### config.mk
export PLATFORM = sky130hd
export DESIGN_NAME = rr_arbiter_8x3
export DESIGN_NICKNAME = d
export VERILOG_FILES = /design/src/rtl/rr_arbiter_8x3.sv
export SDC_FILE = /design/constraint.sdc
export NUM_CORES = 1
export LEC_CHECK = 0
export ABC_AREA = 1
export CAP_MARGIN = 20
export CORE_UTILIZATION = 50
export CTS_BUF_LIST = sky130_fd_sc_hd__clkbuf_2
export CTS_CLUSTER_DIAMETER = 100
export DETAILED_ROUTE_END_ITERATION = 8
export PLACE_DENSITY = 0.72
export SETUP_SLACK_MARGIN = 0.15
export SKIP_CTS_REPAIR_TIMING = 1
export SLEW_MARGIN = 20
export SYNTH_ARGS = -nofsm -noshare
export SYNTH_HDL_FRONTEND = slang
export SYNTH_SLANG_ARGS = --single-unit
### constraint.sdc
create_clock -name clk -period 3.6 [get_ports clk]
set_input_delay 0.54 -clock clk [delete_from_list [all_inputs] [get_ports clk]]
set_output_delay 0.54 -clock clk [all_outputs]
set_load 0.005 [all_outputs]
### src/rtl/rr_arbiter_8x3.sv
// Round-robin arbiter for 8 requesters with a registered one-hot grant, its
// binary index, grant hold while the owner keeps requesting, and a fairness timeout.
module rr_arbiter_8x3 #(
  parameter int N        = 8,
  parameter int IDX_W    = 3,
  parameter int MAX_HOLD = 16
) (
  input  logic             clk,
  input  logic             rst,
  input  logic [N-1:0]     req,
  output logic [N-1:0]     gnt,
  output logic [IDX_W-1:0] gnt_idx,
  output logic             gnt_valid,
  output logic             preempt
);

  typedef enum logic {IDLE, GRANT} state_t;

  localparam logic [7:0] HOLD_LIM = 8'(MAX_HOLD);

  state_t           state;
  logic [IDX_W-1:0] ptr;
  logic [7:0]       hold_cnt;

  // Scan from p upward with wrap-around; the MSB of the result flags a hit.
  function automatic logic [IDX_W:0] pick(input logic [N-1:0] r, input logic [IDX_W-1:0] p);
    logic [IDX_W:0]   res;
    logic [IDX_W-1:0] j;
    res = '0;
    for (int k = N - 1; k >= 0; k--) begin
      j = p + IDX_W'(k);
      if (r[j]) res = {1'b1, j};
    end
    return res;
  endfunction

  logic [IDX_W-1:0] nxt_ptr;
  logic [IDX_W:0]   idle_pick, rel_pick, pre_pick;
  logic             timeout, others, owner_req;
  logic             load, drop, pre, ptr_upd;
  logic [IDX_W-1:0] new_idx;
  logic [N-1:0]     new_gnt;

  always_comb begin
    nxt_ptr   = gnt_idx + IDX_W'(1);
    owner_req = req[gnt_idx];
    others    = |(req & ~gnt);
    timeout   = (MAX_HOLD != 0) && (hold_cnt == HOLD_LIM);
    idle_pick = pick(req, ptr);
    rel_pick  = pick(req, nxt_ptr);
    pre_pick  = pick(req & ~gnt, nxt_ptr);

    load    = 1'b0;
    drop    = 1'b0;
    pre     = 1'b0;
    ptr_upd = 1'b0;
    new_idx = '0;
    unique case (state)
      IDLE: begin
        if (idle_pick[IDX_W]) begin
          load    = 1'b1;
          new_idx = idle_pick[IDX_W-1:0];
        end
      end
      GRANT: begin
        if (!owner_req) begin
          // Release: rotate past the owner and hand over on the same edge.
          ptr_upd = 1'b1;
          if (rel_pick[IDX_W]) begin
            load    = 1'b1;
            new_idx = rel_pick[IDX_W-1:0];
          end else begin
            drop = 1'b1;
          end
        end else if (timeout && others) begin
          ptr_upd = 1'b1;
          load    = 1'b1;
          pre     = 1'b1;
          new_idx = pre_pick[IDX_W-1:0];
        end
      end
      default: ;
    endcase

    new_gnt          = '0;
    new_gnt[new_idx] = 1'b1;
  end

  always_ff @(posedge clk or posedge rst) begin
    if (rst) begin
      state     <= IDLE;
      gnt       <= '0;
      gnt_idx   <= '0;
      gnt_valid <= 1'b0;
      preempt   <= 1'b0;
      ptr       <= '0;
      hold_cnt  <= '0;
    end else begin
      preempt <= pre;
      if (ptr_upd) ptr <= nxt_ptr;
      if (load) begin
        state     <= GRANT;
        gnt       <= new_gnt;
        gnt_idx   <= new_idx;
        gnt_valid <= 1'b1;
        hold_cnt  <= 8'd1;
      end else if (drop) begin
        state     <= IDLE;
        gnt       <= '0;
        gnt_idx   <= '0;
        gnt_valid <= 1'b0;
        hold_cnt  <= '0;
      end else if (state == GRANT && !timeout && hold_cnt != 8'hFF) begin
        // Once at the limit the count parks there so a newcomer preempts at once.
        hold_cnt <= hold_cnt + 8'd1;
      end
    end
  end

endmodule

==> results of run 1 <==
-- cell type report --
type / count / share of cell area
well taps: 75 / 0.0270
clock buffers: 3 / 0.00432
flip-flops and latches: 24 / 0.173
multi-input cells: 439 / 0.635
repair buffers: 27 / 0.0741
clock inverters: 1 / 0.00863
inverters: 71 / 0.0781
-- placed cells by master, fill, tap and decap left out, types with 7 or more instances in the layout --
cell	netlist	layout
nor2_1	31	31
o21ai_0	13	13
dfrtp_1	24	24
inv_1	63	63
clkdlybuf4s50_1	0	22
nand3_1	102	102
a21oi_1	22	22
nand2_2	17	17
nand2_4	7	7
nand2_1	184	184
o21ai_1	10	10
-- metrics by stage --
step,cells,worst slack [ns],instance area [sq um],util
2_1_floorplan,549,1.01,3200,-
3_3_place_gp,636,0.609,3430,0.566
3_5_place_dp,636,0.521,3430,0.566
4_1_cts,640,0.441,3480,0.574
5_1_grt,640,0.177,3480,0.574
6_report,640,0.365,3480,0.574
-- state kept, by name, summed over array words and instances, names as in the netlist --
signal and cells:
gnt 8, gnt_idx 3, hold_cnt 8, preempt 1, ptr 3, state 1
-- per-layer routing --
layer,up-vias,part of all wire,track usage,wire length (um)
met5,-,0,0,0
met4,0,0.021,0.0912,197
met3,24,0.085,0.0467,790
met2,177,0.46,0.489,4330
met1,1682,0.43,0.394,4020
li1,1813,-,-,-
-- tightest hold or removal path, delay by kind of cell (launching register included) --
kind	cells	cell delay, ns
flops	1	0.44
simple gates	2	0.11
-- cell families (layout without fill, tap and decap cells) --
kind of cell	after synthesis	in the layout	share of synthesized area
buffers and inverters	86	102	0.121
and+or+nand+nor	365	365	0.537
AOI/OAI and AO/OA	60	60	0.108
adders and majority gates	6	6	0.0235
DFF	24	24	0.188
xor gates and xnor gates	8	8	0.0219
-- final timing paths --
path	to	slack, ns
min reg2reg	gnt[6]$_DFFE_PP0P_	0.57
max reg2reg	gnt[0]$_DFFE_PP0P_	0.36
min	gnt[6]$_DFFE_PP0P_	0.57
min in group asynchronous	hold_cnt[3]$_DFFE_PP0P_	0.62
max	gnt[0]$_DFFE_PP0P_	0.36
max in group asynchronous	hold_cnt[0]$_DFFE_PP0P_	2.41
==> results.md, run 1 <==
* R2r worst-path depth at 14
* Drt drc at 0
* Worst relative slew slack at 0.410
* #FFs+latches synth at 24
* # diodes at 0
* Worst r2r src: gnt_idx[0]$_DFFE_PP0P_
* Post-DP HPWL at 7.38 mm
* Aggregate global-route resource usage at 0.297
* Total negative setup slack at 0 ns
* Core Box Area at 6060 sq um
* Largest area contributor in the netlist: nand2_1
* Area of the multi-input gates at 2210 sq um
* Arr. time, crit path at 3.49 ns
* Syn. warnings at 0
* Clock Tree Buf Depth at 2
* CP Class: flop to flop
* First-pass GRT wire length at 15.4 mm
* CP Launch Type: flop
* Sequential area share after synthesis at 0.188
* Initial core utilization at 0.528
* Die area at 6720 sq um
* Tcrit/Tclk final at 0.899
* WP buf/inv at 3
* Mapped Cells at 549
* CP peak stage delay at 0.47 ns
* Post-DRT Antenna Nets at 0
* Most instantiated cells after synthesis: nand2_1, nand3_1, inv_1, nor2_1, dfrtp_1
* GPL Wtd Cong at 0.975
* Critical Path Source: gnt_idx[0]$_DFFE_PP0P_
* Worst path most repeated cell: nand2_1
* Clk root buf: clkbuf_2
* Worst-path clk slew at 0.25 ns
* Initial detailed-routing violation count at 289
* Skew final at 0.0288 ns
* Min Tclk post-route at 3.24 ns
* Final setup viols at 0
* Reg area at 601 sq um
* Post-synth EDFFs at 0
* Stages on the worst setup path at 14
* Worst EP required at 3.86 ns
* Slew Viols, Final at 0
* Largest net degree at the start of global routing at 30
* Critical path's slowest cell: dfrtp_1
* Final wirelength at 9.34 mm
* Synth area leaders: nand2_1, dfrtp_1, nand3_1
* FMAX at 309 MHz
* Later-pin clock latency in the skew report at 0.36 ns
* Worst-path fanout max at 16
* Transition time of the tightest slew-check pin at 0.884 ns
* Via count at 3,696
* Layout cell share with drive strength beyond 1 at 0.103
* CTS Buf Count at 3
* Hold WS at 0.565 ns
* Yosys top cell area share at 0.216
* Vias in the first global route at 3,337
* Port bufs at 22
* CP top delay family: simple AND/OR/NAND/NOR gates
* Die width at 82.0 um
* Vias/cell at 5.78
* Initial antenna violation count at 0
* Worst hold path stage count at 2
* Nets@finish at 582
* Status: complete, no violations
* Synth Cell Area at 3200 sq um
* Final hold vios at 0
* CP Cell Sequence: inv_4, ha_1, inv_2, nand2_2, nand2_2, nand2_1, nand2_1, nand2_1, a21oi_4, nand4_4, o21ai_1, inv_1, nand2_1, nand2_1
* Hold/Removal Path Class: flop to flop
* Net count after synthesis at 565
* Ports at 23
* CTS sink cnt at 24
* Congestion Overflow GR at 0
* Unrepaired setup endpoints after global routing: false
* Post-synthesis cell type count at 39
* Die height at 82.0 um
* FILL cells at 597
* Critical path endpoint category: flop
* CTS tree: done
* Hold Startpoint: gnt[6]$_DFFE_PP0P_
* Num rows at 28
* H-tree depth at 1
* Area Overhead vs Synth at 8.76%
* Wire length per cell at 14.6 um
* Drt pass-1 iters at 5
* Avg Cell Area, Syn at 5.83 sq um
* Top-count cell post-synth: nand2_1
* Max Cap Viol at 0
* Top FF cell, synth: dfrtp_1
* Post-synth ARST share at 1.00
Power of run 1 is left out: the tool's default activity adds up to more than one toggle a clock period on the data nets, which glitch-free logic cannot reach.
==> inputs of run 2 (changes only) <==
Settings changed: PLACE_DENSITY 0.72 to 0.81.
==> results.md, run 2 (synthesis gave the netlist of run 1 again) <==
* Regs by FF count: gnt: 8 flops, hold_cnt: 8 flops
* Initial detailed-routing violation count at 376
* Worst EP required at 3.86 ns
* Ports at 23
* First-pass GRT wire length at 15.0 mm
* CP Cell Sequence: inv_4, ha_1, inv_2, nand2_2, nand2_2, nand2_1, nand2_1, nand2_1, a21oi_4, nand4_4, o21ai_1, inv_1, nand2_1, nand2_1
* Hold/Removal Path Class: flop to flop
* CTS sink cnt at 24
* Area Overhead vs Synth at 7.71%
* Clk root buf: clkbuf_2
* Arr. time, crit path at 3.26 ns
* Post-DRT Antenna Nets at 0
* Die width at 82.0 um
* Vias/cell at 5.72
* Transition time of the tightest slew-check pin at 0.865 ns
* Later-pin clock latency in the skew report at 0.33 ns
* Initial antenna violation count at 0
* Final setup viols at 0
* Initial core utilization at 0.528
* Port bufs at 22
* FMAX at 333 MHz
* CTS Buf Count at 3
* Worst relative slew slack at 0.422
* Final hold vios at 0
* GPL Wtd Cong at 0.947
* Via count at 3,655
* Most frequent cells in the layout: nand2_1, nand3_1, inv_1
* Die height at 82.0 um
* Final wirelength at 8.93 mm
* Worst-path clk slew at 0.22 ns
* Slew Viols, Final at 0
* Core Box Area at 6060 sq um
* Min Tclk post-route at 3.00 ns
* Layout cell share with drive strength beyond 1 at 0.0993
* Congestion Overflow GR at 0
* Reg area at 601 sq um
* Max Cap Viol at 0
* Worst-path fanout max at 16
* Skew final at 0.00443 ns
* FILL cells at 617
* Critical path endpoint category: flop
* Largest net degree at the start of global routing at 30
* Post-DP HPWL at 7.19 mm
* Vias in the first global route at 3,264
* Wire length per cell at 14.0 um
* Unrepaired setup endpoints after global routing: false
* Commonest non-fill, non-tap cell in the layout: nand2_1
* Clock Tree Buf Depth at 2
* # diodes at 0
* CP Class: flop to flop
* Critical path's slowest cell: dfrtp_1
* CP peak stage delay at 0.45 ns
* Worst path most repeated cell: nand2_1
* Tcrit/Tclk final at 0.834
* CP Launch Type: flop
* Status: complete, no violations
* CTS tree: done
* Aggregate global-route resource usage at 0.287
* Drt pass-1 iters at 7
* H-tree depth at 1
* Nets@finish at 581
* Area of the multi-input gates at 2210 sq um
* Die area at 6720 sq um
* Num rows at 28
* Drt drc at 0
* Total negative setup slack at 0 ns
## run 2: cell types whose count changed in the layout (fill, tap and decap cells not counted)
cell,change
buf_4,-1
bufinv_16,-1
clkinv_1,+1
## run 2: worst paths after layout
check | start | end | slack, ns | cells after the start
max in group asynchronous | rst | hold_cnt[1]$_DFFE_PP0P_ | 2.43 | 2
worst max-delay path | gnt_idx[0]$_DFFE_PP0P_ | gnt[3]$_DFFE_PP0P_ | 0.60 | 14
worst max register to register | gnt_idx[0]$_DFFE_PP0P_ | gnt[3]$_DFFE_PP0P_ | 0.60 | 14
worst min register to register | hold_cnt[1]$_DFFE_PP0P_ | hold_cnt[1]$_DFFE_PP0P_ | 0.57 | 2
min in group asynchronous | rst | gnt[4]$_DFFE_PP0P_ | 0.65 | 2
worst min-delay path | hold_cnt[1]$_DFFE_PP0P_ | hold_cnt[1]$_DFFE_PP0P_ | 0.57 | 2
## run 2: final cells by class
| cell class | instances | area share |
|---|---|---|
| Clock buffer | 3 | 0.00436 |
| Timing Repair Buffer | 26 | 0.0726 |
| Clock inverter | 1 | 0.00109 |
| Multi-Input combinational cell | 439 | 0.641 |
| Inverter | 71 | 0.0788 |
| Sequential cell | 24 | 0.174 |
| Tap cell | 75 | 0.0272 |
## run 2: routing by layer
metal,track usage,part of all wire
met3,0.0344,0.082
met5,0,0
met4,0.0737,0.019
met1,0.394,0.46
met2,0.474,0.44
## run 2: critical path: cells and delay by family, from the launching register on
family                   cells  cell delay, ns
AND/OR/NAND/NOR              8            1.08
AO/OA/AOI/OAI                2            0.50
flip-flops                   1            0.45
buffers and inverters        3            0.62
adder cells (fa/ha/maj)      1            0.28
## run 2: through the flow
step / hold WS, ns / utilization / worst slack, ns / area [sq um] / std cells
finish: 0.569 / 0.568 / 0.596 / 3440 / 639
detailed placement: 0.541 / 0.565 / 0.621 / 3430 / 635
floorplan: 0.494 / - / 1.01 / 3200 / 549
global route: 0.594 / 0.568 / 0.295 / 3440 / 639
CTS: 0.578 / 0.568 / 0.629 / 3440 / 639
global placement: 0.531 / 0.565 / 0.632 / 3430 / 635
Power of run 2 is left out for the same reason.
==> inputs of run 3 (changes only) <==
Clock period 3.6 ns to 3.1 ns, I/O delays scaled along.
==> results.md, run 3 (synthesis gave the netlist of run 1 again) <==
* Status: complete, no violations
* Die height at 82.0 um
* Clock Tree Buf Depth at 2
* CTS tree: done
* CTS Buf Count at 3
* Critical path endpoint category: flop
* Drt drc at 0
* Via count at 3,695
* Clk root buf: clkbuf_2
* GR Util met3 at 0.0456
* Wire length per cell at 14.3 um
* WP buf/inv at 4
* Worst EP required at 3.38 ns
* Later-pin clock latency in the skew report at 0.36 ns
* Commonest non-fill, non-tap cell in the layout: nand2_1
* CP Cell Sequence: inv_4, ha_2, inv_2, buf_4, nand3_1, nand2_1, nor2_1, inv_2, nand2_1, nor2_2, nand4_4, nand2_2, nor3_1, nand2_1, nand3_1, nand3_1, nand2_1
* Die area at 6720 sq um
* Regs by FF count: gnt: 8 flops, hold_cnt: 8 flops
* Worst-path fanout max at 10
* CP Launch Type: flop
* Initial antenna violation count at 0
* Final hold vios at 0
* Hold/Removal Path Class: primary input to async pin
* Max Cap Viol at 0
* CP top delay family: simple AND/OR/NAND/NOR gates
* Core Box Area at 6060 sq um
* Largest net degree at the start of global routing at 30
* Final wirelength at 9.28 mm
* Initial detailed-routing violation count at 412
* Critical path's slowest cell: dfrtp_1
* Worst relative slew slack at 0.379
* Min Tclk post-route at 2.72 ns
* Area Overhead vs Synth at 11.5%
* FMAX at 367 MHz
* Skew final at 0.00885 ns
* H-tree depth at 1
* First-pass GRT wire length at 15.3 mm
* Num rows at 28
* Worst-path clk slew at 0.25 ns
* Post-DP HPWL at 7.37 mm
* Port bufs at 22
* FILL cells at 579
* Worst path most repeated cell: nand2_1
* Transition time of the tightest slew-check pin at 0.926 ns
* # diodes at 0
* Most frequent cells in the layout: nand2_1, nand3_1, inv_1
* GPL Wtd Cong at 0.987
* Slew Viols, Final at 0
* Grt peak-use layer: met2
* Tcrit/Tclk final at 0.878
* Met2 GRT Util at 0.481
* Vias/cell at 5.71
* Unrepaired setup endpoints after global routing: false
* Aggregate global-route resource usage at 0.296
* CP peak stage delay at 0.48 ns
* Arr. time, crit path at 3.00 ns
* Ports at 23
* Die width at 82.0 um
* Layout cell share with drive strength beyond 1 at 0.121
* Total negative setup slack at 0 ns
* Nets@finish at 589
* Initial core utilization at 0.528
* GR Util met1 at 0.403
* Final setup viols at 0
* Vias in the first global route at 3,336
* Post-DRT Antenna Nets at 0
* CTS sink cnt at 24
* Congestion Overflow GR at 0
* Drt pass-1 iters at 5
* CP Class: flop to flop
run 3: metal layers:
metal | share of wire | routed length, um
met1 | 0.45 | 4170
met2 | 0.44 | 4110
met4 | 0.020 | 182
met5 | 0 | 0
met3 | 0.087 | 807
run 3: metrics by stage:
step | instances | util | setup slack [ns] | instance area, sq um | hold slack (ns)
final | 647 | 0.588 | 0.379 | 3560 | 0.450
after global routing | 647 | 0.588 | 0.147 | 3560 | 0.507
after CTS | 647 | 0.583 | 0.214 | 3530 | 0.573
after detailed placement | 643 | 0.575 | 0.247 | 3490 | 0.533
after global placement | 643 | 0.575 | 0.285 | 3490 | 0.532
after floorplan | 549 | - | 0.510 | 3200 | 0.480
run 3: area by class of cell:
type / instances / area [sq um] / share of cell area
Timing Repair Buffer: 34 / 322 / 0.0902
Sequential cell: 24 / 601 / 0.168
Clock buffer: 3 / 15.0 / 0.00421
Clock inverter: 1 / 30.0 / 0.00842
Tap cell: 75 / 93.8 / 0.0263
Multi-Input combinational cell: 439 / 2230 / 0.626
Inverter: 71 / 272 / 0.0762
run 3: path summary, 6_finish.rpt:
path                                               from                       to  slack, ns  cells past startpoint
worst max register to register   gnt_idx[0]$_DFFE_PP0P_       gnt[3]$_DFFE_PP0P_       0.38                     17
worst min-delay path                                rst  hold_cnt[6]$_DFFE_PP0P_       0.45                      2
max in group asynchronous                           rst        state$_DFFE_PP0P_       2.22                      2
worst min register to register  hold_cnt[1]$_DFFE_PP0P_  hold_cnt[1]$_DFFE_PP0P_       0.57                      2
min in group clk                hold_cnt[1]$_DFFE_PP0P_  hold_cnt[1]$_DFFE_PP0P_       0.57                      2
worst max-delay path             gnt_idx[0]$_DFFE_PP0P_       gnt[3]$_DFFE_PP0P_       0.38                     17
Power of run 3 is left out for the same reason.
